==> config.mk <==
export PLATFORM = sky130hd
export DESIGN_NAME = packet_mmu
export DESIGN_NICKNAME = d
export VERILOG_FILES = /design/src/rtl/packet_mmu.sv
export SDC_FILE = /design/constraint.sdc
export NUM_CORES = 1
export LEC_CHECK = 0
export CAP_MARGIN = 0
export CORE_MARGIN = 4
export CORE_UTILIZATION = 50
export CTS_BUF_LIST = sky130_fd_sc_hd__clkbuf_16
export CTS_CLUSTER_DIAMETER = 40
export DETAILED_ROUTE_END_ITERATION = 12
export DONT_BUFFER_PORTS = 1
export PLACE_DENSITY = 0.79
export SLEW_MARGIN = 20
export SYNTH_ARGS = -nofsm -noshare
export SYNTH_HDL_FRONTEND = slang
export SYNTH_SLANG_ARGS = --single-unit
==> constraint.sdc <==
create_clock -name clk -period 3.1 [get_ports clk]
set_clock_uncertainty 0.05 [all_clocks]
set_input_delay 0.93 -clock clk [delete_from_list [all_inputs] [get_ports clk]]
set_output_delay 0.93 -clock clk [all_outputs]
set_load 0.005 [all_outputs]
==> src/rtl/packet_mmu.sv <==
// packet_mmu: packet memory manager with a logical-to-physical map table,
// a block allocation bitmap and an internal packet SRAM.
//
// Each logical address owns at most one physical block of BURST words. A
// write goes into a freshly allocated block and only replaces the map entry
// once the whole packet has been captured. When no block is free, a write to
// an already-mapped address overwrites that block in place.
//
// Ports:
//   clk, rst_n  clock (rising edge), asynchronous active-low reset
//   start, op   command request (00 write, 01 read, 10 release, 11 reserved)
//   addr        logical packet address, sampled at acceptance
//   wr_data     write word; word 0 is presented at acceptance
//   ready       idle, a command can be accepted
//   rd_valid    rd_data carries a packet word (registered)
//   rd_data     read word (registered)
//   done        one-cycle pulse on successful completion
//   err         one-cycle pulse on a rejected command
//   free_cnt    number of free physical blocks
module packet_mmu #(
    parameter int unsigned DATA_BIT = 8,
    parameter int unsigned ADDR_BIT = 4,
    parameter int unsigned BLK_BIT  = 3,
    parameter int unsigned BURST    = 8
) (
    input  logic                clk,
    input  logic                rst_n,
    input  logic                start,
    input  logic [1:0]          op,
    input  logic [ADDR_BIT-1:0] addr,
    input  logic [DATA_BIT-1:0] wr_data,
    output logic                ready,
    output logic                rd_valid,
    output logic [DATA_BIT-1:0] rd_data,
    output logic                done,
    output logic                err,
    output logic [BLK_BIT:0]    free_cnt
);

    localparam int NMAP    = 2 ** ADDR_BIT;
    localparam int NBLK    = 2 ** BLK_BIT;
    localparam int CNT_BIT = $clog2(BURST);
    localparam int MEM_BIT = BLK_BIT + CNT_BIT;
    localparam int DEPTH   = NBLK * BURST;

    localparam logic [1:0] OpWrite   = 2'b00;
    localparam logic [1:0] OpRead    = 2'b01;
    localparam logic [1:0] OpRelease = 2'b10;

    localparam logic [CNT_BIT-1:0] CntLast = CNT_BIT'(BURST - 1);
    localparam logic [CNT_BIT-1:0] CntOne  = CNT_BIT'(1);
    localparam logic [BLK_BIT:0]   FreeOne = (BLK_BIT + 1)'(1);
    localparam logic [BLK_BIT:0]   FreeAll = (BLK_BIT + 1)'(NBLK);

    typedef enum logic [1:0] {
        StIdle,
        StWrite,
        StRead
    } state_e;

    state_e                state_q;
    logic [CNT_BIT-1:0]    cnt_q;
    logic [ADDR_BIT-1:0]   cmd_addr_q;
    logic [BLK_BIT-1:0]    cmd_blk_q;
    logic                  in_place_q;
    logic                  map_valid_q [NMAP];
    logic [BLK_BIT-1:0]    map_blk_q   [NMAP];
    logic [NBLK-1:0]       alloc_q;       // 1 = block in use
    logic [BLK_BIT:0]      free_cnt_q;
    logic                  rd_valid_q;
    logic [DATA_BIT-1:0]   rd_data_q;
    logic                  done_q;
    logic                  err_q;

    logic [DATA_BIT-1:0]   mem [DEPTH];

    logic [BLK_BIT-1:0]    free_blk;
    logic                  have_free;
    logic                  cur_valid;
    logic [BLK_BIT-1:0]    cur_blk;
    logic                  mem_we;
    logic [MEM_BIT-1:0]    mem_waddr;

    assign have_free = (free_cnt_q != '0);
    assign cur_valid = map_valid_q[addr];
    assign cur_blk   = map_blk_q[addr];

    // Lowest-index free block; scanning downwards leaves the lowest one last.
    always_comb begin
        free_blk = '0;
        for (int i = NBLK - 1; i >= 0; i--) begin
            if (!alloc_q[i]) begin
                free_blk = BLK_BIT'(i);
            end
        end
    end

    // Word 0 is written straight from the acceptance edge, the rest from WRITE.
    always_comb begin
        mem_we    = 1'b0;
        mem_waddr = '0;
        if (state_q == StIdle) begin
            if (start && (op == OpWrite)) begin
                if (have_free) begin
                    mem_we    = 1'b1;
                    mem_waddr = {free_blk, {CNT_BIT{1'b0}}};
                end else if (cur_valid) begin
                    mem_we    = 1'b1;
                    mem_waddr = {cur_blk, {CNT_BIT{1'b0}}};
                end
            end
        end else if (state_q == StWrite) begin
            mem_we    = 1'b1;
            mem_waddr = {cmd_blk_q, cnt_q};
        end
    end

    // Packet SRAM, not reset.
    always_ff @(posedge clk) begin
        if (mem_we) begin
            mem[mem_waddr] <= wr_data;
        end
    end

    always_ff @(posedge clk or negedge rst_n) begin
        if (!rst_n) begin
            state_q    <= StIdle;
            cnt_q      <= '0;
            cmd_addr_q <= '0;
            cmd_blk_q  <= '0;
            in_place_q <= 1'b0;
            alloc_q    <= '0;
            free_cnt_q <= FreeAll;
            rd_valid_q <= 1'b0;
            rd_data_q  <= '0;
            done_q     <= 1'b0;
            err_q      <= 1'b0;
            for (int i = 0; i < NMAP; i++) begin
                map_valid_q[i] <= 1'b0;
                map_blk_q[i]   <= '0;
            end
        end else begin
            done_q     <= 1'b0;
            err_q      <= 1'b0;
            rd_valid_q <= 1'b0;
            case (state_q)
                StIdle: begin
                    if (start) begin
                        case (op)
                            OpWrite: begin
                                if (have_free) begin
                                    cmd_addr_q <= addr;
                                    cmd_blk_q  <= free_blk;
                                    in_place_q <= 1'b0;
                                    cnt_q      <= CntOne;
                                    state_q    <= StWrite;
                                end else if (cur_valid) begin
                                    cmd_addr_q <= addr;
                                    cmd_blk_q  <= cur_blk;
                                    in_place_q <= 1'b1;
                                    cnt_q      <= CntOne;
                                    state_q    <= StWrite;
                                end else begin
                                    err_q <= 1'b1;
                                end
                            end
                            OpRead: begin
                                if (cur_valid) begin
                                    cmd_blk_q <= cur_blk;
                                    cnt_q     <= '0;
                                    state_q   <= StRead;
                                end else begin
                                    err_q <= 1'b1;
                                end
                            end
                            OpRelease: begin
                                if (cur_valid) begin
                                    map_valid_q[addr] <= 1'b0;
                                    alloc_q[cur_blk]  <= 1'b0;
                                    free_cnt_q        <= free_cnt_q + FreeOne;
                                    done_q            <= 1'b1;
                                end else begin
                                    err_q <= 1'b1;
                                end
                            end
                            default: begin
                                err_q <= 1'b1;
                            end
                        endcase
                    end
                end
                StWrite: begin
                    cnt_q <= cnt_q + CntOne;
                    if (cnt_q == CntLast) begin
                        state_q <= StIdle;
                        done_q  <= 1'b1;
                        // Commit: the old block (if any) stays readable until now.
                        // The new block was free, so it never equals the old one.
                        if (!in_place_q) begin
                            map_valid_q[cmd_addr_q] <= 1'b1;
                            map_blk_q[cmd_addr_q]   <= cmd_blk_q;
                            alloc_q[cmd_blk_q]      <= 1'b1;
                            if (map_valid_q[cmd_addr_q]) begin
                                alloc_q[map_blk_q[cmd_addr_q]] <= 1'b0;
                            end else begin
                                free_cnt_q <= free_cnt_q - FreeOne;
                            end
                        end
                    end
                end
                StRead: begin
                    rd_valid_q <= 1'b1;
                    rd_data_q  <= mem[{cmd_blk_q, cnt_q}];
                    cnt_q      <= cnt_q + CntOne;
                    if (cnt_q == CntLast) begin
                        state_q <= StIdle;
                        done_q  <= 1'b1;
                    end
                end
                default: begin
                    state_q <= StIdle;
                end
            endcase
        end
    end

    assign ready    = (state_q == StIdle);
    assign rd_valid = rd_valid_q;
    assign rd_data  = rd_data_q;
    assign done     = done_q;
    assign err      = err_q;
    assign free_cnt = free_cnt_q;

endmodule

==> metrics.md <==
| Metric | Value |
|---|---|
| Status | `finished, final reports clean` |
| Syn avg cell area | `approximately 18 um2` |
| CTS Buf Count | `83` |
| Share of cells above drive strength 1 | `37.6%` |
| Drt via density | `approximately 6.4` |
| WL final | `~65,000 um` |
| Fill cells | `3,410` |
| RR Endpoint | `rd_data[4]` |
| # IOs | `33` |
| Worst min path class | `in -> async` |
| WL/cell | `27.4 um` |
| Final Total Pwr | `~26 mW` |
| First-pass GRT wire length | `between 100,000 and 150,000 um` |
| Most frequent cells in the layout | `512 x edfxtp_1, 163 x mux4_2, 146 x buf_4, 96 x dfrtp_1, 85 x clkbuf_16` |
| Final hold violations | `0` |
| Setup TNS | `0 ps` |
| Total gr overflow | `0` |
| Vias after detailed routing | `15.1k` |
| Synthesized area | `about 0.026 mm2` |
| Crit start category | `flop` |
| Antenna fix cells | `0` |
| Die Span X | `236 um` |
| Critical Path Max Stage Delay | `a little under 700 ps` |
| Clock Tree Buf Depth | `3` |
| Top_reg_cell synth | `edfxtp_1` |
| Max-cap violations | `0` |
| Fin cells | `around 2.4k` |
| Clock power share | `between 30% and 40%` |
| Synth cell types | `70` |
| GRT Overall Usage | `23.6%` |
| Vias in the first global route | `~16k` |
| Cell row count | `just over 80` |
| Worst Tran Pin Value | `870 ps` |
| First DRT Iteration DRCs | `roughly 1.8k` |
| Internal | `18.0 mW` |
| Largest net degree at the start of global routing | `100` |
| Area after DPL | `0.0289 mm2` |
| Number of remaining DRC errors | `0` |
| H-tree levels | `3` |
| # setup viols final | `0` |
| Area Growth Syn to Fin | `22.4%` |
| Initial DRT Pass Iterations | `7` |
| Commonest non-fill, non-tap cell in the layout | `edfxtp_1` |
| Largest area contributor in the netlist | `edfxtp_1` |
| Max Clock Freq | `between 300 and 400 MHz` |
| Gate power share | `24.6%` |
| Root buffer cell | `clkbuf_16` |
| Yosys warning total | `0` |
| Synth area leaders | `edfxtp_1 59%, mux4_2 14%, dfrtp_1 9.5%` |
| Worst R2R Setup Slack | `around 8 ps` |
| Max FO, Critical Path | `19` |
| Peak supply drop | `roughly 0.53 mV` |
| Cells after Synth | `~1.4k` |
| Initial antenna violation count | `1` |
| Worst EP required | `~3500 ps` |
| DIE HEIGHT | `around 240 um` |
| Register share of total power | `about 38%` |
| Fraction of registers with async set/reset | `16.3%` |
| Gpl congestion | `approximately 0.94` |
| Minimum clock period | `a little over 3000 ps` |
| Worst-skew pair later-pin latency | `roughly 620 ps` |
| Design Area, Final | `~0.032 mm2` |
| IO Port Bufs | `0` |
| CTS tree | `built` |
| Top-area cell type share of the netlist area | `approximately 59%` |
| Critical setup path kind | `reg -> reg` |
| Nets | `1,651` |
| Worst r2r path cells | `7` |
| Crit-path cells | `buf_12 -> buf_4 -> mux4_2 -> mux2i_1 -> o21ai_0 -> nor4_1 -> a21oi_1` |
| Slew Limit Fails | `0` |
| Sequential share of the synthesized area | `between 60% and 70%` |
| Leakage power | `11.0 nW` |
| Post-DP HPWL | `between 40,000 and 50,000 um` |
| Sw power | `~7.7 mW` |
| Clock transition at the registers of the reported paths | `60 ps` |
| Slowest stage cell, crit path | `nor4_1` |
| Starting Density | `around half` |
| R2R Path Start | `cnt_q[0]` |
| Sw frac | `between 20 and 30%` |
| EDFF count, synth | `between 500 and 600` |
| WP data arrival | `~3500 ps` |
| RSZ-0062 raised after global routing | `false` |
| Register bit total from synthesis | `around 610` |
| Syn_nets | `~1.5k` |
| Placed insts | `between 2k and 2.5k` |
| Pwr per Cell Area | `roughly 810 mW/mm2` |
| Routed Antenna Nets | `0` |
| Headroom to the max-slew limit | `a little over two fifths` |
| Final period util | `around 100%` |
| CP endpoint kind | `flop` |
| CTS sink count | `~610` |
| Die footprint | `0.0557 mm2` |
| Core area | `0.0514 mm2` |
-- routing by layer --
metal / vias to the layer above / wire length, um / GRT usage (%)
li1: 6315 / - / -
met1: 7820 / 25300 / 33.2
met2: 783 / 31600 / 37.5
met3: 142 / 6260 / 5.75
met4: 0 / 1850 / 6.66
met5: - / 0 / 0
-- synthesized netlist by cell type (26+ instances only) --
| cell type | number |
|---|---|
| a21oi_1 | 26 |
| a31oi_1 | 27 |
| buf_2 | 35 |
| clkbuf_1 | 40 |
| dfrtp_1 | 99 |
| edfxtp_1 | 512 |
| mux2_2 | 60 |
| mux2i_1 | 52 |
| mux4_2 | 163 |
| nand2_1 | 59 |
| nor2_1 | 46 |
| nor3_1 | 53 |
| o21ai_0 | 36 |
| o22ai_1 | 27 |
-- power groups by stage --
stage / combinational, mW / sequential [mW] / clock, mW
finish: 6.30 / 9.61 / 9.71
global route: 6.66 / 9.64 / 10.2
CTS: 6.27 / 9.60 / 9.85
detailed placement: 6.15 / 9.76 / 0
global placement: 6.02 / 9.74 / 0
floorplan: 4.25 / 9.57 / 0
-- cells by family after synthesis --
group                      after synthesis  share of synthesized area, %
DFF                                    612                          68.8
and+or+nand+nor                        254                          5.17
xor gates and xnor gates                 4                         0.135
muxes                                  275                          18.7
buffers and inverters                  105                          1.85
adders and majority gates               13                         0.655
AOI/OAI and AO/OA                      177                          4.61
-- sequential cells by signal, indices dropped and copies added (netlist names), 4 cells and up --
| signal | flops |
|---|---|
| cmd_addr_q | 4 |
| map_blk_q | 48 |
| free_cnt | 4 |
| map_valid_q | 16 |
| rd_data | 8 |
| alloc_q | 8 |
| mem | 512 |
-- per-stage QoR --
step	hold WS [ps]	util [%]	worst slack, ps
global route	97.9	61.8	15.4
CTS	92.2	61.8	32.5
detailed placement	463	56.2	-684
floorplan	412	-	-376
global placement	447	56.2	-669
finish	126	61.8	7.87
-- repair_timing --
item	4_1_cts	5_1_grt
gates resized for setup	0	3
hold endpoints to repair	99	0
setup buffers	1	0
endpoints found under the setup margin	56	48
hold buffers	1	0
pin swaps	1	0
-- how the worst max path moves through the flow --
stage,start,to,slack [ps],cells past startpoint
global placement,addr[0],mem[61][6],-670,8
CTS,state_q[1],mem[24][4],30,9
floorplan,addr[0],mem[23][0],-380,9
detailed placement,addr[0],mem[61][6],-680,8
finish,cnt_q[0],rd_data[4],8,7
global route,cnt_q[0],rd_data[4],20,7
-- critical path: cells and delay by family, from the launching register on --
kind	cells	cell delay, ps
AND/OR/NAND/NOR	1	680
buffers and inverters	2	510
multiplexers	2	830
AO/OA/AOI/OAI	2	300
flip-flops	1	550
-- cell type report --
type | count | area, um2 | share of cell area, %
well taps | 680 | 851 | 2.68
clock inverters | 69 | 733 | 2.31
clock buffers | 85 | 2130 | 6.69
multi-input cells | 723 | 8290 | 26.1
inverters | 19 | 71.3 | 0.224
repair buffers | 182 | 1820 | 5.74
flip-flops and latches | 612 | 17900 | 56.3
(Power assumes the default switching activity.)
